**src/rtl/systolic_pkg.sv**
```systemverilog
// systolic_pkg: shared FSM state type, width defaults and saturating add
// for the systolic_mm matrix-multiply engine and its PE cells.
package systolic_pkg;

  typedef enum logic [1:0] {
    IDLE  = 2'd0,
    LOAD  = 2'd1,
    FLUSH = 2'd2,
    DONE  = 2'd3
  } state_e;

  localparam int DATA_WIDTH_DEF = 8;
  localparam int ACC_WIDTH_DEF  = 16;
  localparam int K_MAX_DEF      = 255;

  // Add two signed values and clamp to a w-bit signed range.
  // Operands arrive sign-extended to 64 bits, so the raw sum
  // cannot overflow for any w up to 62. A saturated input plus
  // a same-sign addend clamps again, which keeps it sticky.
  function automatic logic signed [63:0] sat_add(
    input logic signed [63:0] a,
    input logic signed [63:0] b,
    input int                 w
  );
    logic signed [63:0] s;
    logic signed [63:0] hi;
    logic signed [63:0] lo;
    s  = a + b;
    hi = (64'sd1 <<< (w - 1)) - 64'sd1;
    lo = -(64'sd1 <<< (w - 1));
    if (s > hi) begin
      return hi;
    end
    if (s < lo) begin
      return lo;
    end
    return s;
  endfunction

endpackage

```
**src/rtl/systolic_pe.sv**
```systemverilog
// systolic_pe: one output-stationary MAC cell. Ports: clk/rst, en_i (MAC
// enable), clr_i (clear acc), a_i/b_i in, a_o/b_o registered pass-through,
// acc_o accumulator. ACC_SAT_EN selects saturating instead of wrapping add.
module systolic_pe
  import systolic_pkg::*;
#(
  parameter int DATA_WIDTH = DATA_WIDTH_DEF,
  parameter int ACC_WIDTH  = ACC_WIDTH_DEF
) (
  input  logic                  clk,
  input  logic                  rst,
  input  logic                  en_i,
  input  logic                  clr_i,
  input  logic [DATA_WIDTH-1:0] a_i,
  input  logic [DATA_WIDTH-1:0] b_i,
  output logic [DATA_WIDTH-1:0] a_o,
  output logic [DATA_WIDTH-1:0] b_o,
  output logic [ACC_WIDTH-1:0]  acc_o
);

  localparam int PW = 2 * DATA_WIDTH;

  logic [DATA_WIDTH-1:0]       a_q;
  logic [DATA_WIDTH-1:0]       b_q;
  logic signed [ACC_WIDTH-1:0] acc_q;
  logic signed [ACC_WIDTH-1:0] acc_d;
  logic signed [PW-1:0]        a_x;
  logic signed [PW-1:0]        b_x;
  logic signed [PW-1:0]        prod;
  logic signed [ACC_WIDTH-1:0] prod_x;

  // Full signed product always fits in 2*DATA_WIDTH bits.
  assign a_x    = PW'($signed(a_i));
  assign b_x    = PW'($signed(b_i));
  assign prod   = a_x * b_x;
  assign prod_x = ACC_WIDTH'(prod);

  always_comb begin
    acc_d = acc_q;
`ifdef ACC_SAT_EN
    acc_d = ACC_WIDTH'(sat_add(64'(acc_q), 64'(prod_x), ACC_WIDTH));
`else
    acc_d = acc_q + prod_x;
`endif
  end

  always_ff @(posedge clk or posedge rst) begin
    if (rst) begin
      a_q   <= '0;
      b_q   <= '0;
      acc_q <= '0;
    end else begin
      a_q <= a_i;
      b_q <= b_i;
      if (clr_i) begin
        acc_q <= '0;
      end else if (en_i) begin
        acc_q <= acc_d;
      end
    end
  end

  assign a_o   = a_q;
  assign b_o   = b_q;
  assign acc_o = acc_q;

endmodule

```
**src/rtl/systolic_mm.sv**
```systemverilog
// systolic_mm: ROWSxCOLS output-stationary systolic C=A*B engine with input
// skew, start/busy/done FSM and valid/ready beats. Ports: clk, rst, start,
// k_len, in_valid/in_ready, a_in, b_in, busy, done, out_valid, data_out.
// ACC_SAT_EN selects saturating accumulators (default: wrap).
module systolic_mm
  import systolic_pkg::*;
#(
  parameter int ROWS       = 4,
  parameter int COLS       = 4,
  parameter int DATA_WIDTH = DATA_WIDTH_DEF,
  parameter int ACC_WIDTH  = ACC_WIDTH_DEF,
  parameter int K_MAX      = K_MAX_DEF,
  localparam int KW        = $clog2(K_MAX + 1)
) (
  input  logic                           clk,
  input  logic                           rst,
  input  logic                           start,
  input  logic [KW-1:0]                  k_len,
  input  logic                           in_valid,
  output logic                           in_ready,
  input  logic [ROWS*DATA_WIDTH-1:0]     a_in,
  input  logic [COLS*DATA_WIDTH-1:0]     b_in,
  output logic                           busy,
  output logic                           done,
  output logic                           out_valid,
  output logic [ROWS*COLS*ACC_WIDTH-1:0] data_out
);

  localparam int DW = DATA_WIDTH;
  localparam int AW = ACC_WIDTH;
  localparam int FW = $clog2(ROWS + COLS);
  localparam int FLUSH_LAST = ROWS + COLS - 2;

  state_e        state_q;
  state_e        state_d;
  logic [KW-1:0] k_q;
  logic [KW-1:0] k_d;
  logic [KW-1:0] beat_q;
  logic [KW-1:0] beat_d;
  logic [FW-1:0] fl_q;
  logic [FW-1:0] fl_d;
  logic          done_q;
  logic          done_d;
  logic          clr;
  logic          mac_en;
  logic          accept;

  logic [DW-1:0] a_g  [ROWS];
  logic [DW-1:0] b_g  [COLS];
  logic [DW-1:0] a_sk [ROWS];
  logic [DW-1:0] b_sk [COLS];
  logic [DW-1:0] a_w  [ROWS][COLS+1];
  logic [DW-1:0] b_w  [ROWS+1][COLS];
  logic [AW-1:0] acc_w [ROWS][COLS];
  logic [ROWS-1:0] unused_a;
  logic [COLS-1:0] unused_b;

  assign accept = in_valid && (state_q == LOAD);
  assign mac_en = (state_q == LOAD) || (state_q == FLUSH);

  // ---------------- FSM ----------------
  always_comb begin
    state_d = state_q;
    k_d     = k_q;
    beat_d  = beat_q;
    fl_d    = fl_q;
    done_d  = 1'b0;
    clr     = 1'b0;
    unique case (state_q)
      IDLE, DONE: begin
        if (start) begin
          clr    = 1'b1;
          k_d    = k_len;
          beat_d = '0;
          if (k_len == '0) begin
            state_d = DONE;
            done_d  = 1'b1;
          end else begin
            state_d = LOAD;
          end
        end
      end
      LOAD: begin
        if (accept) begin
          beat_d = beat_q + KW'(1);
          if (beat_d == k_q) begin
            // Counts FLUSH cycles from 1 so the exit compare
            // lands on the cycle of the final corner MAC.
            fl_d = FW'(1);
            if (FLUSH_LAST == 0) begin
              state_d = DONE;
              done_d  = 1'b1;
            end else begin
              state_d = FLUSH;
            end
          end
        end
      end
      FLUSH: begin
        if (fl_q == FW'(FLUSH_LAST)) begin
          state_d = DONE;
          done_d  = 1'b1;
        end else begin
          fl_d = fl_q + FW'(1);
        end
      end
      default: state_d = IDLE;
    endcase
  end

  always_ff @(posedge clk or posedge rst) begin
    if (rst) begin
      state_q <= IDLE;
      k_q     <= '0;
      beat_q  <= '0;
      fl_q    <= '0;
      done_q  <= 1'b0;
    end else begin
      state_q <= state_d;
      k_q     <= k_d;
      beat_q  <= beat_d;
      fl_q    <= fl_d;
      done_q  <= done_d;
    end
  end

  assign in_ready  = (state_q == LOAD);
  assign busy      = (state_q == LOAD) || (state_q == FLUSH);
  assign done      = done_q;
  assign out_valid = (state_q == DONE);

  // ---------------- input gating and skew ----------------
  // Cycles without an accepted beat push zeros (bubbles).
  for (genvar i = 0; i < ROWS; i++) begin : g_arow
    assign a_g[i] = accept ? a_in[i*DW +: DW] : '0;
    if (i == 0) begin : g_nodly
      assign a_sk[i] = a_g[i];
    end else begin : g_dly
      logic [DW-1:0] sr_q [i];
      always_ff @(posedge clk or posedge rst) begin
        if (rst) begin
          for (int d = 0; d < i; d++) begin
            sr_q[d] <= '0;
          end
        end else begin
          sr_q[0] <= a_g[i];
          for (int d = 1; d < i; d++) begin
            sr_q[d] <= sr_q[d-1];
          end
        end
      end
      assign a_sk[i] = sr_q[i-1];
    end
    assign a_w[i][0]   = a_sk[i];
    assign unused_a[i] = ^a_w[i][COLS];
  end

  for (genvar j = 0; j < COLS; j++) begin : g_bcol
    assign b_g[j] = accept ? b_in[j*DW +: DW] : '0;
    if (j == 0) begin : g_nodly
      assign b_sk[j] = b_g[j];
    end else begin : g_dly
      logic [DW-1:0] sr_q [j];
      always_ff @(posedge clk or posedge rst) begin
        if (rst) begin
          for (int d = 0; d < j; d++) begin
            sr_q[d] <= '0;
          end
        end else begin
          sr_q[0] <= b_g[j];
          for (int d = 1; d < j; d++) begin
            sr_q[d] <= sr_q[d-1];
          end
        end
      end
      assign b_sk[j] = sr_q[j-1];
    end
    assign b_w[0][j]   = b_sk[j];
    assign unused_b[j] = ^b_w[ROWS][j];
  end

  // ---------------- PE grid ----------------
  for (genvar i = 0; i < ROWS; i++) begin : g_row
    for (genvar j = 0; j < COLS; j++) begin : g_col
      systolic_pe #(
        .DATA_WIDTH (DW),
        .ACC_WIDTH  (AW)
      ) u_pe (
        .clk   (clk),
        .rst   (rst),
        .en_i  (mac_en),
        .clr_i (clr),
        .a_i   (a_w[i][j]),
        .b_i   (b_w[i][j]),
        .a_o   (a_w[i][j+1]),
        .b_o   (b_w[i+1][j]),
        .acc_o (acc_w[i][j])
      );
      assign data_out[(i*COLS+j)*AW +: AW] = acc_w[i][j];
    end
  end

endmodule
```
**config.mk**
```make
export PLATFORM = sky130hd
export DESIGN_NAME = systolic_mm
export DESIGN_NICKNAME = d
export VERILOG_FILES = /design/src/rtl/systolic_pkg.sv /design/src/rtl/systolic_pe.sv /design/src/rtl/systolic_mm.sv
export SDC_FILE = /design/constraint.sdc
export NUM_CORES = 2
export LEC_CHECK = 0
export ABC_AREA = 1
export CAP_MARGIN = 5
export CORE_UTILIZATION = 60
export CTS_CLUSTER_DIAMETER = 60
export DETAILED_ROUTE_END_ITERATION = 10
export HOLD_SLACK_MARGIN = 0.05
export PLACE_DENSITY = 0.89
export SLEW_MARGIN = 25
export SYNTH_ARGS = -nofsm -noshare
export SYNTH_HDL_FRONTEND = slang
export SYNTH_SLANG_ARGS = --single-unit
```
**constraint.sdc**
```tcl
create_clock -name clk -period 24.8 [get_ports clk]
set_clock_uncertainty 0.2 [all_clocks]
set_input_delay 4.96 -clock clk [delete_from_list [all_inputs] [get_ports clk]]
set_output_delay 4.96 -clock clk [all_outputs]
set_load 0.05 [all_outputs]
```
Word level (Yosys, flattened, before mapping)
Index checks and enable logic that the tools add are counted.
Widths: inputs -> output; s select.
{"block": "op_classes", "add_sub_neg": 18, "multipliers": 16, "n_eq_ne": 10, "muxes": 59, "reduce_logical": 12}
{"operator": "$mux 16", "n": 32}
{"operator": "$add 16x16->16", "n": 16}
{"operator": "$mul 8x8->16", "n": 16}
{"operator": "$mux 8", "n": 10}
{"operator": "$pmux 8 s2", "n": 1}
{"operator": "$mux 2", "n": 5}
{"operator": "$mux 3", "n": 3}
{"operator": "$add 8x1->8 const B", "n": 1}
{"operator": "$eq 8x8->1", "n": 1}
{"operator": "$logic_not 8->1", "n": 1}
{"operator": "$reduce_and 4->1", "n": 2}
{"operator": "$ne 2x2->1 const B", "n": 3}
{"operator": "$pmux 2 s3", "n": 1}
{"operator": "$pmux 3 s2", "n": 1}
{"operator": "$reduce_bool 2->1", "n": 3}
{"operator": "$mux 1", "n": 5}
{"operator": "$eq 2x2->1 const B", "n": 2}
{"operator": "$ne 2x1->1 const B", "n": 2}
{"operator": "$add 3x1->3 const B", "n": 1}
{"operator": "$eq 3x3->1 const B", "n": 1}
{"operator": "$reduce_and 3->1", "n": 1}
{"operator": "$eq 2x1->1 const B", "n": 1}
{"operator": "$logic_not 2->1", "n": 1}
{"operator": "$pmux 1 s2", "n": 1}
{"operator": "4 further kinds", "n": 4}
{"block": "word_totals", "ff_bits": 566, "output_inout_bits": 260, "word_cells": 172}

Depth between registers and ports, before layout
{"block": "depth", "word_depth": 7, "mapped_depth": 28, "mapped_depth_nobuf": 28}

Hierarchy
A second synthesis with hierarchy kept.
{"block": "hier_totals", "cells_unflattened": 8088, "hier_area_um2": 70234.9}
{"mod": "systolic_pe (g_row[1].g_col[0].u_pe ...)", "n_inst": 10, "cells_per_inst": 476, "area_per_inst_um2": 4116.4}
{"mod": "systolic_pe (g_row[0].g_col[1].u_pe ...)", "n_inst": 3, "cells_per_inst": 480, "area_per_inst_um2": 4121.5}
{"mod": "systolic_mm", "n_inst": 1, "cells_per_inst": 414, "area_per_inst_um2": 4266.6}
{"mod": "systolic_pe (g_row[3].g_col[3].u_pe)", "n_inst": 1, "cells_per_inst": 501, "area_per_inst_um2": 4175.3}
{"mod": "systolic_pe (g_row[0].g_col[0].u_pe)", "n_inst": 1, "cells_per_inst": 480, "area_per_inst_um2": 4132.7}
{"mod": "systolic_pe (g_row[3].g_col[2].u_pe)", "n_inst": 1, "cells_per_inst": 493, "area_per_inst_um2": 4131.5}

Worst setup path before layout
Ideal clock, no wire load.
{"block": "synth_path", "path_kind": "input -> register", "startpoint": "input in_valid", "endpoint": "register g_row[0].g_col[0].u_pe.acc_q[12]", "t_arrival_ps": 9315, "setup_slack_ps": 15163, "path_stages": 20, "n_path_buf": 1, "path_cell_list": "nand2_1 clkbuf_1 nor2_1 nand2_1 fa_1 fa_1 inv_1 fa_1 fa_1 inv_1 fa_1 inv_1 ha_1 a21oi_1 nand2_1 nand2_1 o2111ai_1 or2_2 nand3_1 nand2_1"}
{"item": "start, declared", "line": "systolic_mm.sv:19", "rtl": "input logic in_valid,"}
{"item": "end signal, assigned", "line": "systolic_pe.sv:51", "rtl": "acc_q <= '0;"}
{"item": "end signal, assigned", "line": "systolic_pe.sv:56", "rtl": "acc_q <= '0;"}
{"item": "end signal, assigned", "line": "systolic_pe.sv:58", "rtl": "acc_q <= acc_d;"}
{"item": "end, declared", "line": "systolic_pe.sv:25", "rtl": "logic signed [ACC_WIDTH-1:0] acc_q;"}

==> results.md <==
* Wire length on met2 at 87000 µm
* Row count at 123
* Overall routing resource usage at 31.6%
* Switching Power at 3210 µW
* Warnings from Yosys at 0
* Slew Limit Fails at 0
* Die Y at 339 µm
* Mapped Area at 68200 µm²
* WL met1 at 62600 µm
* Crit path kind: input pin to flop
* Full die area at 115000 µm²
* Drt wl/cell at 18.2 µm
* Max-cap violations at 0
* Worst Setup End Kind: flop
* Post-CTS Setup Inserts at 0
* Combinational share of power at 56.0%
* Async S/R FF share, synth at 100%
* Clock root buffer: clkbuf_16
* Clock tree from TritonCTS: built
* Largest net degree at the start of global routing at 158
* Vias in the first global route at 57400
* Arrival @ worst endpoint at 11.26 ns
* Nets at 9865
* DRC viols at 0
* Clock network power share at 20.2%
* Clk buf depth at 3
* Die Wd at 339 µm
* Met3 routed WL at 13200 µm
* I/O pin cnt at 336
* Highest metal used: met5
* Crit path cell chain: clkdlybuf4s50_1 -> nand2_2 -> buf_4 -> clkinv_1 -> nand2_1 -> inv_1 -> nand2_1 -> fa_1 -> fa_1 -> inv_1 -> fa_1 -> fa_1 -> inv_1 -> fa_1 -> inv_1 -> ha_1 -> a21oi_1 -> nand2_1 -> nand2_1 -> o2111ai_1 -> or2_2 -> nand3_1 -> nand2_1
* RSZ-0062 raised after global routing: false
* Flops & latches, synth at 566
* Setup TNS at 0 ns
* Top cell type's share of synthesized area at 33.4%
* Min Tclk post-route at 10.90 ns
* Synth unique cells at 36
* Pint at 3120 µW
* Starting density of the core at 60.6%
* Max_slew headroom at 33.9%
* Core ar. at 112000 µm²
* Reg-to-reg setup timing slack at 17.84 ns
* Clk Latency, worst-skew pair at 0.69 ns
* VDD IR max at 0.202 mV
* Startpoint types: input pin
* Post_cts resized at 0
* Max Clk Rate at 91.7 MHz
* Seq pwr share at 23.8%
* Yosys top cell by area: fa_1
* Power density over the cells at 84.0 nW/µm²
* Outcome: completed
* Final WL at 175000 µm
* Largest stage delay on the critical path at 0.67 ns
* Total grt overflow at 0
* Synth area leaders: fa_1 33%, dfrtp_1 21%, inv_1 13%
* Drt first-iter violations at 3975
* Total number of vias at 52000
* Switching share of total power at 50.7%
* IO buf count at 335
* First-pass GRT wire length at 288000 µm
* Hold/Removal Path Class: flop to flop
* Least-Margin Pin Slew at 0.992 ns
* Pre-antenna DRT Iters at 6
* Post-detail-place hpwl at 139000 µm
* CTS Buf Count at 88
* Synth-to-layout area growth at 10.7%
* CTS H-Tree Depth at 3
* Hold Buf Count CTS at 0
* Initial antenna violation count at 3
* Mapped Cells at 7904
* Post-synth EDFFs at 0
* Worst Path Max Fanout at 62
* Clock slew at reported path FFs at 0.06 ns
* ANT nets after route at 0
* Sink Count at 566
* Synth Net Count at 9715
* Endpoints failing setup at 0
* Lkg Pwr at 0.0426 µW
* Commonest non-fill, non-tap cell in the layout: inv_1
* Syn avg cell area at 8.62 µm²
* Register area share after synthesis at 20.8%
* Commonest cells after routing, fill and taps aside: 2305 x inv_1, 1654 x nand2_1, 1136 x fa_1
* Routability cong. at 0.933
* Most used DFF post-synth: dfrtp_1
* Layout cells sized above 1 at 3.41%
* Final Hold Viols at 0
* Slowest cell on the critical path: buf_4
* Req. time, crit path at 25.16 ns
* Worst hold margin at 0.144 ns
* Vias per cell at 5.41
* Final period util at 43.9%
==> power groups by stage <==
stage	clock network (µW)	registers, µW	logic [µW]
floorplan	0	1730	2160
detailed placement	0	1510	3510
finish	1280	1510	3550
global placement	0	1500	3350
CTS	1290	1490	3550
global route	1330	1530	3950
==> worst paths after layout <==
path | startpoint | to | cells after the start
setup / recovery | in_valid | g_row[0].g_col[0].u_pe.acc_o[12]$_DFFE_PP0P_ | 23
hold / removal | g_arow[2].g_dly.sr_q[10]$_DFF_PP0_ | a_sk[10]$_DFF_PP0_ | 0
setup reg to reg | state_q[1]$_DFFE_PP0P_ | g_row[0].g_col[0].u_pe.acc_o[12]$_DFFE_PP0P_ | 24
hold reg to reg | g_arow[2].g_dly.sr_q[10]$_DFF_PP0_ | a_sk[10]$_DFF_PP0_ | 0
max in group asynchronous | rst | beat_q[6]$_DFFE_PP0P_ | 4
min in group asynchronous | rst | g_row[1].g_col[3].u_pe.acc_o[12]$_DFFE_PP0P_ | 2
==> critical path, delay by kind of cell <==
kind,cells,cell delay (ns)
fa+ha+maj,6,2.72
buf+inv,7,1.90
simple gates,8,1.25
compound gates,2,0.39
==> cells in the mapped netlist (12+ instances only) <==
master,n
nor2_1,246
a22o_1,16
nand2_1,1655
nand3b_1,16
xnor2_1,83
a21oi_1,127
nor3_1,30
ha_1,599
buf_1,12
dfrtp_1,566
o21bai_1,18
or2_2,93
a31oi_1,23
xor2_1,102
inv_1,2307
o21ai_0,200
nand4_1,28
clkbuf_1,268
fa_1,1136
o22ai_1,108
nand3_1,205
==> flip-flops by register name, summed over array words and instances (netlist names), 3 cells and up <==
name                    cells
fl_q                        3
g_row.g_col.u_pe.b_o       96
g_row.g_col.u_pe.acc_o    256
g_bcol.g_dly.sr_q          32
b_sk                       16
g_arow.g_dly.sr_q          32
a_sk                       16
k_q                         8
beat_q                      8
g_row.g_col.u_pe.a_o       96
==> layer usage <==
layer  vias up  global-route usage (%)
met1     25800                    37.0
li1      23200                       -
met5         -                       0
met2      2324                    53.8
met3       678                    5.75
met4         2                    19.8
==> cell families after synthesis <==
logic type | count (synthesis) | synth area share (%)
XOR/XNOR | 185 | 2.38
buffers and inverters | 2599 | 14.3
flip-flops | 566 | 20.8
AO/OA/AOI/OAI | 531 | 4.50
adder cells (fa/ha/maj) | 1735 | 44.4
multiplexers | 2 | 0.0330
AND/OR/NAND/NOR | 2286 | 13.6
==> metrics by stage <==
step	setup slack, ns	instances	power (µW)	area (µm²)	util, %
6_report	13.90	9626	6340	75500	67.1
5_1_grt	13.58	9625	6810	75500	67.1
4_1_cts	13.97	9623	6340	75400	67.1
3_5_place_dp	13.25	9464	5010	72500	64.4
3_3_place_gp	13.31	9464	4850	72500	64.4
2_1_floorplan	3.81	7904	3890	68200	-
==> final cells by class <==
type                       count  area (µm²)
multi-input combinational   4739       44300
fill                        8155       37000
sequential                   566       14200
inverter                    2310        8690
timing repair buffer         349        3480
clock buffer                 108        2390
tap                         1500        1880
clock inverter                51         602
antenna                        3        7.51
No activity file was read; power rests on OpenSTA's default activity.
